## config.mk

```make
export PLATFORM = sky130hd
export DESIGN_NAME = systolic_seq_ctrl_flat
export DESIGN_NICKNAME = d
export VERILOG_FILES = /design/src/rtl/systolic_seq_ctrl_pkg.sv /design/src/rtl/systolic_seq_ctrl_if.sv /design/src/rtl/systolic_seq_ctrl_skew.sv /design/src/rtl/systolic_seq_ctrl.sv /design/src/flat_wrapper.sv
export SDC_FILE = /design/constraint.sdc
export NUM_CORES = 1
export LEC_CHECK = 0
export ABC_CLOCK_PERIOD_IN_PS = 2500
export CELL_PAD_IN_SITES_DETAIL_PLACEMENT = 1
export CELL_PAD_IN_SITES_GLOBAL_PLACEMENT = 1
export CORE_MARGIN = 5
export CORE_UTILIZATION = 29
export CTS_CLUSTER_SIZE = 20
export DETAILED_ROUTE_END_ITERATION = 10
export GPL_ROUTABILITY_DRIVEN = 0
export GPL_TIMING_DRIVEN = 0
export HOLD_SLACK_MARGIN = 0.08
export PLACE_DENSITY_LB_ADDON = 0.3
export SLEW_MARGIN = 15
export SYNTH_ARGS = -nofsm -noshare
export SYNTH_HDL_FRONTEND = slang
export SYNTH_SLANG_ARGS = --single-unit
export TNS_END_PERCENT = 10
```

## constraint.sdc

```tcl
create_clock -name clk -period 2.5 [get_ports clk]
set_input_delay 0.375 -clock clk [delete_from_list [all_inputs] [get_ports clk]]
set_output_delay 0.375 -clock clk [all_outputs]
set_load 0.1 [all_outputs]
```

## src/rtl/systolic_seq_ctrl_pkg.sv

```systemverilog
// Shared types and sizing constants for the 4x4 systolic sequencer.
// Everything here is referenced by the controller, its interface and the skew generator.
package systolic_pkg;

   localparam int N              = 4;
   localparam int K_DEPTH        = 16;
   localparam int ADDR_W         = 6;
   localparam int COMPUTE_CYCLES = K_DEPTH + 3 * (N - 1) + 1;
   localparam int CNT_W          = 5;
   localparam int BEAT_W         = 5;

   typedef enum logic [2:0] {
      S_IDLE,
      S_CLEAR,
      S_LOAD,
      S_COMPUTE,
      S_STORE,
      S_DRAIN,
      S_DONE
   } seq_state_t;

endpackage

```

## src/rtl/systolic_seq_ctrl_if.sv

```systemverilog
// Host/datapath-facing bundle of the sequencer: source handshake plus the
// memory and array control strobes. master is the sequencer side.
interface systolic_seq_ctrl_if #(
   parameter int N      = systolic_pkg::N,
   parameter int ADDR_W = systolic_pkg::ADDR_W
);

   logic                  start;
   logic                  src_valid;
   logic [ADDR_W-1:0]     src_addr;
   logic                  load_ready;
   logic                  mem_clr;
   logic                  arr_clr;
   logic                  wr_en_ab;
   logic [ADDR_W-1:0]     wr_addr_ab;
   logic                  rd_en_ab;
   logic [N*ADDR_W-1:0]   rd_addr_a;
   logic [N*ADDR_W-1:0]   rd_addr_b;
   logic [N-1:0]          feed_en_a;
   logic [N-1:0]          feed_en_b;
   logic                  wr_en_c;
   logic                  rd_en_c;
   logic                  busy;
   logic                  done;

   modport master (
      input  start, src_valid, src_addr,
      output load_ready, mem_clr, arr_clr, wr_en_ab, wr_addr_ab, rd_en_ab,
             rd_addr_a, rd_addr_b, feed_en_a, feed_en_b, wr_en_c, rd_en_c,
             busy, done
   );

   modport slave (
      output start, src_valid, src_addr,
      input  load_ready, mem_clr, arr_clr, wr_en_ab, wr_addr_ab, rd_en_ab,
             rd_addr_a, rd_addr_b, feed_en_a, feed_en_b, wr_en_c, rd_en_c,
             busy, done
   );

endinterface

```

## src/rtl/systolic_seq_ctrl_skew.sv

```systemverilog
// Per-lane skewed read address generator: lane r reads word c-r while that
// index lies inside the inner product, and a registered valid follows the read data.
module skew_addr_gen #(
   parameter int N       = 4,
   parameter int K_DEPTH = 16,
   parameter int ADDR_W  = 6,
   parameter int CNT_W   = 5
) (
   input  logic                clk,
   input  logic                rst,
   input  logic                active,
   input  logic [CNT_W-1:0]    cyc,
   output logic [N*ADDR_W-1:0] rd_addr,
   output logic [N-1:0]        feed_en
);

   logic [N-1:0] lane_vld;
   logic [N-1:0] feed_en_d;
   logic [N-1:0] feed_en_q;

   always_comb begin
      lane_vld = '0;
      rd_addr  = '0;
      for (int r = 0; r < N; r++) begin
         if (active && (cyc >= CNT_W'(r)) &&
             ((cyc - CNT_W'(r)) <= CNT_W'(K_DEPTH - 1))) begin
            lane_vld[r]                  = 1'b1;
            rd_addr[r*ADDR_W +: ADDR_W]  = ADDR_W'(cyc - CNT_W'(r));
         end
      end
   end

   // Memory read data appears one cycle after the address, so the lane valid
   // is delayed by exactly one clock to line up with it.
   always_comb begin
      feed_en_d = lane_vld;
   end

   always_ff @(posedge clk) begin
      if (rst) begin
         feed_en_q <= '0;
      end else begin
         feed_en_q <= feed_en_d;
      end
   end

   assign feed_en = feed_en_q;

endmodule

```

## src/rtl/systolic_seq_ctrl.sv

```systemverilog
// Job sequencer for the 4x4 systolic multiply: clear, load 16 operand beats,
// skewed compute, store results to Memory_C, drain them and pulse done.
module systolic_seq_ctrl #(
   parameter int N              = systolic_pkg::N,
   parameter int K_DEPTH        = systolic_pkg::K_DEPTH,
   parameter int ADDR_W         = systolic_pkg::ADDR_W,
   parameter int COMPUTE_CYCLES = systolic_pkg::COMPUTE_CYCLES
) (
   input  logic                 clk,
   input  logic                 rst,
   systolic_seq_ctrl_if.master  bus
);

   import systolic_pkg::*;

   localparam int DRN_W = $clog2(N);

   seq_state_t          state_q, state_d;
   logic [BEAT_W-1:0]   beat_cnt_q, beat_cnt_d;
   logic [CNT_W-1:0]    cyc_q, cyc_d;
   logic [DRN_W-1:0]    drn_q, drn_d;
   logic                compute_act;

   always_ff @(posedge clk) begin
      if (rst) begin
         state_q    <= S_IDLE;
         beat_cnt_q <= '0;
         cyc_q      <= '0;
         drn_q      <= '0;
      end else begin
         state_q    <= state_d;
         beat_cnt_q <= beat_cnt_d;
         cyc_q      <= cyc_d;
         drn_q      <= drn_d;
      end
   end

   // Each counter is zeroed on entry to the state that uses it, so none can
   // carry stale counts from an earlier or abandoned job.
   always_comb begin
      state_d    = state_q;
      beat_cnt_d = beat_cnt_q;
      cyc_d      = cyc_q;
      drn_d      = drn_q;
      case (state_q)
         S_IDLE: begin
            if (bus.start) state_d = S_CLEAR;
         end
         S_CLEAR: begin
            state_d    = S_LOAD;
            beat_cnt_d = '0;
         end
         S_LOAD: begin
            if (bus.src_valid) begin
               if (beat_cnt_q == BEAT_W'(K_DEPTH - 1)) begin
                  state_d = S_COMPUTE;
                  cyc_d   = '0;
               end else begin
                  beat_cnt_d = beat_cnt_q + 1'b1;
               end
            end
         end
         S_COMPUTE: begin
            if (cyc_q == CNT_W'(COMPUTE_CYCLES - 1)) begin
               state_d = S_STORE;
            end else begin
               cyc_d = cyc_q + 1'b1;
            end
         end
         S_STORE: begin
            state_d = S_DRAIN;
            drn_d   = '0;
         end
         S_DRAIN: begin
            if (drn_q == DRN_W'(N - 1)) begin
               state_d = S_DONE;
            end else begin
               drn_d = drn_q + 1'b1;
            end
         end
         S_DONE: begin
            state_d = S_IDLE;
         end
         default: begin
            state_d = S_IDLE;
         end
      endcase
   end

   always_comb begin
      bus.load_ready = 1'b0;
      bus.mem_clr    = 1'b0;
      bus.arr_clr    = 1'b0;
      bus.wr_en_ab   = 1'b0;
      bus.wr_addr_ab = '0;
      bus.rd_en_ab   = 1'b0;
      bus.wr_en_c    = 1'b0;
      bus.rd_en_c    = 1'b0;
      bus.busy       = 1'b0;
      bus.done       = 1'b0;
      case (state_q)
         S_CLEAR: begin
            bus.mem_clr  = 1'b1;
            bus.arr_clr  = 1'b1;
            bus.wr_en_ab = 1'b1;
         end
         S_LOAD: begin
            bus.load_ready = 1'b1;
            if (bus.src_valid) begin
               bus.wr_en_ab   = 1'b1;
               bus.wr_addr_ab = bus.src_addr;
            end
         end
         S_COMPUTE: begin
            bus.rd_en_ab = 1'b1;
            bus.busy     = 1'b1;
         end
         S_STORE: begin
            bus.wr_en_c = 1'b1;
            bus.busy    = 1'b1;
         end
         S_DRAIN: begin
            bus.rd_en_c = 1'b1;
            bus.busy    = 1'b1;
         end
         S_DONE: begin
            bus.done = 1'b1;
         end
         default: begin
         end
      endcase
   end

   assign compute_act = (state_q == S_COMPUTE);

   skew_addr_gen #(
      .N       (N),
      .K_DEPTH (K_DEPTH),
      .ADDR_W  (ADDR_W),
      .CNT_W   (CNT_W)
   ) u_skew_a (
      .clk     (clk),
      .rst     (rst),
      .active  (compute_act),
      .cyc     (cyc_q),
      .rd_addr (bus.rd_addr_a),
      .feed_en (bus.feed_en_a)
   );

   skew_addr_gen #(
      .N       (N),
      .K_DEPTH (K_DEPTH),
      .ADDR_W  (ADDR_W),
      .CNT_W   (CNT_W)
   ) u_skew_b (
      .clk     (clk),
      .rst     (rst),
      .active  (compute_act),
      .cyc     (cyc_q),
      .rd_addr (bus.rd_addr_b),
      .feed_en (bus.feed_en_b)
   );

endmodule

```

## src/flat_wrapper.sv

```systemverilog
// flat-port wrapper written by rule: the top's interface ports become plain ports
module systolic_seq_ctrl_flat import systolic_pkg::*;
#(
   parameter int N              = systolic_pkg::N,
   parameter int K_DEPTH        = systolic_pkg::K_DEPTH,
   parameter int ADDR_W         = systolic_pkg::ADDR_W,
   parameter int COMPUTE_CYCLES = systolic_pkg::COMPUTE_CYCLES
)
  (clk, rst, bus_start, bus_src_valid, bus_src_addr, bus_load_ready, bus_mem_clr, bus_arr_clr, bus_wr_en_ab, bus_wr_addr_ab, bus_rd_en_ab, bus_rd_addr_a, bus_rd_addr_b, bus_feed_en_a, bus_feed_en_b, bus_wr_en_c, bus_rd_en_c, bus_busy, bus_done);
  systolic_seq_ctrl_if #(.N(N), .ADDR_W(ADDR_W)) bus_i ();
  input  logic clk;
  input  logic rst;
  input wire logic [$bits(bus_i.start)-1:0] bus_start;
  input wire logic [$bits(bus_i.src_valid)-1:0] bus_src_valid;
  input wire logic [$bits(bus_i.src_addr)-1:0] bus_src_addr;
  output wire logic [$bits(bus_i.load_ready)-1:0] bus_load_ready;
  output wire logic [$bits(bus_i.mem_clr)-1:0] bus_mem_clr;
  output wire logic [$bits(bus_i.arr_clr)-1:0] bus_arr_clr;
  output wire logic [$bits(bus_i.wr_en_ab)-1:0] bus_wr_en_ab;
  output wire logic [$bits(bus_i.wr_addr_ab)-1:0] bus_wr_addr_ab;
  output wire logic [$bits(bus_i.rd_en_ab)-1:0] bus_rd_en_ab;
  output wire logic [$bits(bus_i.rd_addr_a)-1:0] bus_rd_addr_a;
  output wire logic [$bits(bus_i.rd_addr_b)-1:0] bus_rd_addr_b;
  output wire logic [$bits(bus_i.feed_en_a)-1:0] bus_feed_en_a;
  output wire logic [$bits(bus_i.feed_en_b)-1:0] bus_feed_en_b;
  output wire logic [$bits(bus_i.wr_en_c)-1:0] bus_wr_en_c;
  output wire logic [$bits(bus_i.rd_en_c)-1:0] bus_rd_en_c;
  output wire logic [$bits(bus_i.busy)-1:0] bus_busy;
  output wire logic [$bits(bus_i.done)-1:0] bus_done;
  assign bus_i.start = bus_start;
  assign bus_i.src_valid = bus_src_valid;
  assign bus_i.src_addr = bus_src_addr;
  assign bus_load_ready = bus_i.load_ready;
  assign bus_mem_clr = bus_i.mem_clr;
  assign bus_arr_clr = bus_i.arr_clr;
  assign bus_wr_en_ab = bus_i.wr_en_ab;
  assign bus_wr_addr_ab = bus_i.wr_addr_ab;
  assign bus_rd_en_ab = bus_i.rd_en_ab;
  assign bus_rd_addr_a = bus_i.rd_addr_a;
  assign bus_rd_addr_b = bus_i.rd_addr_b;
  assign bus_feed_en_a = bus_i.feed_en_a;
  assign bus_feed_en_b = bus_i.feed_en_b;
  assign bus_wr_en_c = bus_i.wr_en_c;
  assign bus_rd_en_c = bus_i.rd_en_c;
  assign bus_busy = bus_i.busy;
  assign bus_done = bus_i.done;
  systolic_seq_ctrl #(.N(N), .K_DEPTH(K_DEPTH), .ADDR_W(ADDR_W), .COMPUTE_CYCLES(COMPUTE_CYCLES)) u_core (.clk(clk), .rst(rst), .bus(bus_i));
endmodule
```

==> out/metrics.csv, run 1 <==
metric;value;unit
vias in the first global route;2141;
Post-synth top flop;dfxtp_1;
diode count;0;
Synth top area share;0.214;
post-synthesis instance area;0.00178;mm²
RSZ-0062 raised after global routing;true;
core footprint;0.00596;mm²
share of cells above drive strength 1;0.522;
CP required;2.12;ns
Crit Path Max Fanout;6;
cells after synthesis;234;
clock skew;0.00236;ns
Int Power;0.513;mW
cell taking the most area after synthesis;dfxtp_1;
DRC Markers;0;
Sw Ratio;0.408;
clk slew on worst S/H paths;0.07;ns
post-layout util;0.610;
Slew Limit Fails;0;
DPL Wire Length;4.62;mm
Seq/Total Area, Yosys;0.214;
commonest non-fill, non-tap cell in the layout;buf_4;
Slew headroom;0.339;
library cells used by synthesis;50;
logic gate share of total power;0.395;
Post-DP Area;0.00295;mm²
critical path cell sequence;clkinvlp_4 > ha_4 > xnor2_4 > or4_4 > o211ai_4 > buf_12 > nor3_4 > buf_12 > buf_12;
register share of total power;0.359;
FF+latch count, synth;19;
Sink Count;19;
Num CTS Buffers;3;
Final nets;363;
Worst R2R Start;u_core.cyc_q[1];
DR WL met3;336;µm
CP endpoint;bus_rd_addr_b[11];
pin count of the biggest net entering global routing;11;
routed length on met2;3.89;mm
DRT iter0 DRCs;55;
Area contributors post-synth;dfxtp_1 (21%), buf_4 (14%), ha_1 (9.1%);
multi-input combinational cell area;0.00143;mm²
outcome;complete, but fails checks;
Setup Total Neg Slack;-6.88;ns
GR Util All Layers;0.171;
Via density;4.92;
fmax;357;MHz
Lkg Pwr;1.54;nW
Die Span X;88.3;µm
Die Ht;88.3;µm
worst slew pin tran;0.988;ns
worst flop-to-flop path endpoint;u_core.cyc_q[4];
Max-Cap Viols;0;
async set-reset flop share out of synthesis;0;
Critical path origin;u_core.cyc_q[1];
most frequent CP cell;buf_12;
initial antenna violation count;0;
Tmin final;2.80;ns
Reg area;389;µm²
CTS tree;built;
first-pass iteration count of the detailed router;4;
fin worst setup slack;-0.302;ns
worst path arrival time;2.43;ns
Final setup viols;40;
fill count;642;
Final Cycle Share;1.12;
Area Overhead vs Synth;104;%
vias post-DR;2038;
met1 WL;2.89;mm
Root Buffer;clkbuf_8;
clock power share;0.246;
VDD IR max;0.345;mV
kind of critical path;reg -> out;
Synth Warn #;0;
uppermost layer routed;met4;
max incr delay on CP;0.44;ns
I/O pins;81;
Initial Util;0.299;
startpoint types;register;
Final ANT Viol Nets;0;
r2r setup slk;0.28;ns
DIE AREA;0.00780;mm²
crit end category;output pin;
drt wl/cell;17.5;µm
failing checks;negative setup slack;
clk_lat worst skew;0.25;ns
Sw Pwr;0.353;mW
number of enable flip-flop cells after synthesis;0;
Reg2Reg Depth;7;
hold_buf cts;0;
design area;0.00363;mm²
number of H-tree levels;1;
Final Hold Violating Endpoints;0;
Post-Route WL;7.26;mm
CP max-delay cell;or4_4;
Hold Crit Class;in -> reg;
most frequent cells in the layout;buf_4 (53), buf_12 (33), nor2_1 (20);
PwrDens;239;mW/mm²
first-pass GRT wire length;10.6;mm
clk buf depth;2;
Core Rows;28;
GRT overflow;0;
Synth Area per Inst;7.60;µm²
Port Buffers;71;
## cell type report
type / count / area share
flip-flops and latches: 19 / 0.107
clock buffers: 4 / 0.0124
well taps: 75 / 0.0258
repair buffers: 95 / 0.314
multi-input cells: 162 / 0.395
inverters: 14 / 0.0231
plain buffers: 45 / 0.123
## cells in the mapped netlist (5+ instances only)
| library cell | number |
|---|---|
| buf_4 | 33 |
| nor2_1 | 33 |
| dfxtp_1 | 19 |
| nor3_1 | 16 |
| ha_1 | 13 |
| inv_1 | 11 |
| and2_1 | 8 |
| buf_2 | 7 |
| nand2_1 | 7 |
| o21ai_0 | 6 |
| o21ai_1 | 5 |
| xnor2_1 | 5 |
## kinds of logic after synthesis
group	share of synthesized area
muxes	0.00563
other	0.00211
adders and majority gates	0.0915
AOI/OAI and AO/OA	0.157
DFF	0.214
xor gates and xnor gates	0.0394
and+or+nand+nor	0.285
buffers and inverters	0.205
## repair_timing
action | CTS | global route
setup buffers | 20 | 4
pin swaps | 14 | 8
endpoints found under the setup margin | 55 | 44
gates resized for setup | 363 | 35
## worst min path at each step
| stage | cells after the start | start | slack [ns] | endpoint |
|---|---|---|---|---|
| after floorplan | 2 | u_core.beat_cnt_q[4] | 0.48 | u_core.beat_cnt_q[4] |
| after global placement | 2 | u_core.beat_cnt_q[4] | 0.49 | u_core.beat_cnt_q[4] |
| after detailed placement | 2 | u_core.beat_cnt_q[1] | 0.53 | u_core.beat_cnt_q[1] |
| after CTS | 2 | u_core.beat_cnt_q[1] | 0.56 | u_core.beat_cnt_q[1] |
| after global routing | 2 | rst | 0.56 | u_core.cyc_q[1] |
| final | 2 | rst | 0.55 | u_core.cyc_q[1] |
## routing by layer
metal  up-vias  track usage
met5         -            0
met4         0       0.0330
met3        13       0.0214
met2        69        0.348
met1       979        0.186
li1        977            -
## stage by stage
stage / power, mW / hold WS, ns / instances / setup slack, ns
floorplan: 0.573 / 0.477 / 241 / -0.556
global placement: 0.635 / 0.490 / 387 / -1.23
detailed placement: 0.637 / 0.534 / 387 / -1.24
CTS: 0.866 / 0.560 / 410 / -0.226
global route: 0.912 / 0.565 / 414 / -0.370
finish: 0.866 / 0.552 / 414 / -0.302
## worst max-delay path: cells and delay by family (launching register included)
kind | cells | cell delay, ns
compound gates | 1 | 0.23
xor+xnor | 1 | 0.14
fa+ha+maj | 1 | 0.26
buf+inv | 4 | 0.66
flops | 1 | 0.39
simple gates | 2 | 0.49
## sequential cells by signal, summed over array words and instances, names as in the netlist
name,cells
u_core.beat_cnt_q,5
u_core.drn_q,2
u_core.cyc_q,5
u_core.state_q,3
u_core.u_skew_a.feed_en,4
## power by group through the flow
stage               clock network [mW]  logic, mW  registers (mW)
detailed placement                   0      0.318           0.320
floorplan                            0      0.252           0.321
CTS                              0.219      0.336           0.311
finish                           0.213      0.342           0.311
global placement                     0      0.315           0.319
global route                     0.242      0.358           0.312
Note: power is estimated with default switching activity, not from simulation.
==> run 2, diff against run 1 <==
GPL_ROUTABILITY_DRIVEN = unset   (was 0)
==> results of run 2 <==
The final DEF is identical to that of run 1; final timing and power are the same.
==> run 3, diff against run 2 <==
TNS_END_PERCENT = 1   (was 10)
==> out/metrics.csv, run 3 (synthesized netlist as in run 1, its figures left out) <==
metric;value;unit
outcome;complete, but fails checks;
failing checks;negative setup slack;
CP endpoint;bus_rd_addr_b[11];
most frequent cells in the layout;buf_4 (49), buf_12 (33), nor2_1 (20);
Num CTS Buffers;3;
dpl cells;387;
drt wl/cell;17.7;µm
Lkg Pwr;1.53;nW
Stages on worst setup path;10;
hold_buf cts;0;
Final setup viols;34;
Die Span X;88.3;µm
Reg2Reg Depth;8;
worst slew pin tran;0.987;ns
Final nets;364;
crit end category;output pin;
Worst R2R Start;u_core.cyc_q[1];
Critical path origin;u_core.cyc_q[0];
Final Cycle Share;1.16;
Buf/Inv on CP;5;
Max-Cap Viols;0;
non-filler instance count after layout;415;
clk_lat worst skew;0.26;ns
Core Rows;28;
Slew headroom;0.340;
DPL Wire Length;4.44;mm
Area Overhead vs Synth;103;%
startpoint types;register;
vias in the first global route;2204;
CTS tree;built;
fmax;343;MHz
Top Family by Delay on Critical Path;buffers and inverters;
design area;0.00360;mm²
Final ANT Viol Nets;0;
CP max-delay cell;or4_4;
Die Ht;88.3;µm
Via density;4.96;
DRT iter0 DRCs;29;
clk slew on worst S/H paths;0.07;ns
Slew Limit Fails;0;
clock power share;0.251;
diode count;0;
fin worst setup slack;-0.411;ns
vias post-DR;2058;
number of H-tree levels;1;
register share of total power;0.358;
Sw Ratio;0.410;
Final Hold Violating Endpoints;0;
Hold WS;0.522;ns
clk buf depth;2;
DRC Markers;0;
initial antenna violation count;0;
r2r setup slk;0.24;ns
max incr delay on CP;0.52;ns
Hold Crit Class;reg -> reg;
RSZ-0062 raised after global routing;true;
pin count of the biggest net entering global routing;11;
first-pass iteration count of the detailed router;4;
Tot Pwr;0.870;mW
clock skew;0.00327;ns
Tmin final;2.91;ns
share of cells above drive strength 1;0.509;
most frequent CP cell;buf_12;
Post-DP Area;0.00291;mm²
DIE AREA;0.00780;mm²
GRT overflow;0;
commonest non-fill, non-tap cell in the layout;buf_4;
Int Power;0.513;mW
logic gate share of total power;0.391;
Crit Path Max Fanout;4;
routability cong.;0.755;
worst flop-to-flop path endpoint;u_core.cyc_q[4];
I/O pins;81;
PwrDens;242;mW/mm²
VDD IR max;0.227;mV
Root Buffer;clkbuf_8;
core footprint;0.00596;mm²
first-pass GRT wire length;11.0;mm
GR Util All Layers;0.179;
Port Buffers;71;
Post-Route WL;7.36;mm
CP required;2.12;ns
critical path cell sequence;buf_12 > clkinvlp_4 > ha_4 > xnor2_4 > or4_4 > o211ai_4 > buf_4 > nor3_4 > buf_12 > buf_12;
Setup Total Neg Slack;-8.11;ns
Sink Count;19;
Initial Util;0.299;
worst path arrival time;2.54;ns
Sw Pwr;0.357;mW
kind of critical path;reg -> out;
## run 3: worst min-delay path, stage by stage, from the launching register on
cell	delay, ns
dfxtp_1	0.33
a22oi_1	0.08
nor2_1	0.08
## run 3: power groups by stage
stage | clock, mW | sequential [mW] | combinational (mW)
after floorplan | 0 | 0.321 | 0.252
after global placement | 0 | 0.319 | 0.313
after detailed placement | 0 | 0.319 | 0.315
after CTS | 0.222 | 0.310 | 0.329
after global routing | 0.240 | 0.312 | 0.357
final | 0.218 | 0.311 | 0.340
## run 3: worst min-delay path by stage
stage                          from                   end  slack [ns]  cells past startpoint
2_1_floorplan  u_core.beat_cnt_q[4]  u_core.beat_cnt_q[4]        0.48                      2
3_3_place_gp   u_core.beat_cnt_q[4]  u_core.beat_cnt_q[4]        0.49                      2
3_5_place_dp   u_core.beat_cnt_q[4]  u_core.beat_cnt_q[4]        0.51                      2
4_1_cts        u_core.beat_cnt_q[4]  u_core.beat_cnt_q[4]        0.53                      2
5_1_grt        u_core.beat_cnt_q[4]  u_core.beat_cnt_q[4]        0.57                      2
6_report       u_core.beat_cnt_q[4]  u_core.beat_cnt_q[4]        0.52                      2
## run 3: through the flow
stage / util / setup slack (ns)
floorplan: - / -0.561
global placement: 0.488 / -1.27
detailed placement: 0.488 / -1.30
CTS: 0.575 / -0.262
global route: 0.605 / -0.447
finish: 0.605 / -0.411
## run 3: repair_timing
action / in CTS / in global routing
pin swaps: 14 / 9
gates resized for setup: 375 / 27
buffers inserted: 19 / 5
endpoints found under the setup margin: 55 / 41
## run 3: metal layers
layer | wire, µm | vias up | GRT usage
li1 | - | 974 | -
met1 | 2680 | 994 | 0.189
met2 | 4020 | 75 | 0.354
met3 | 442 | 15 | 0.0345
met4 | 208 | 0 | 0.0522
met5 | 0 | - | 0
## run 3: layout make-up
cell class | instances | area (µm²)
buffer | 46 | 412
clock buffer | 4 | 45.0
fill | 671 | 2350
inverter | 14 | 76.3
multi-input combinational | 162 | 1390
sequential | 19 | 389
tap | 75 | 93.8
timing repair buffer | 95 | 1190
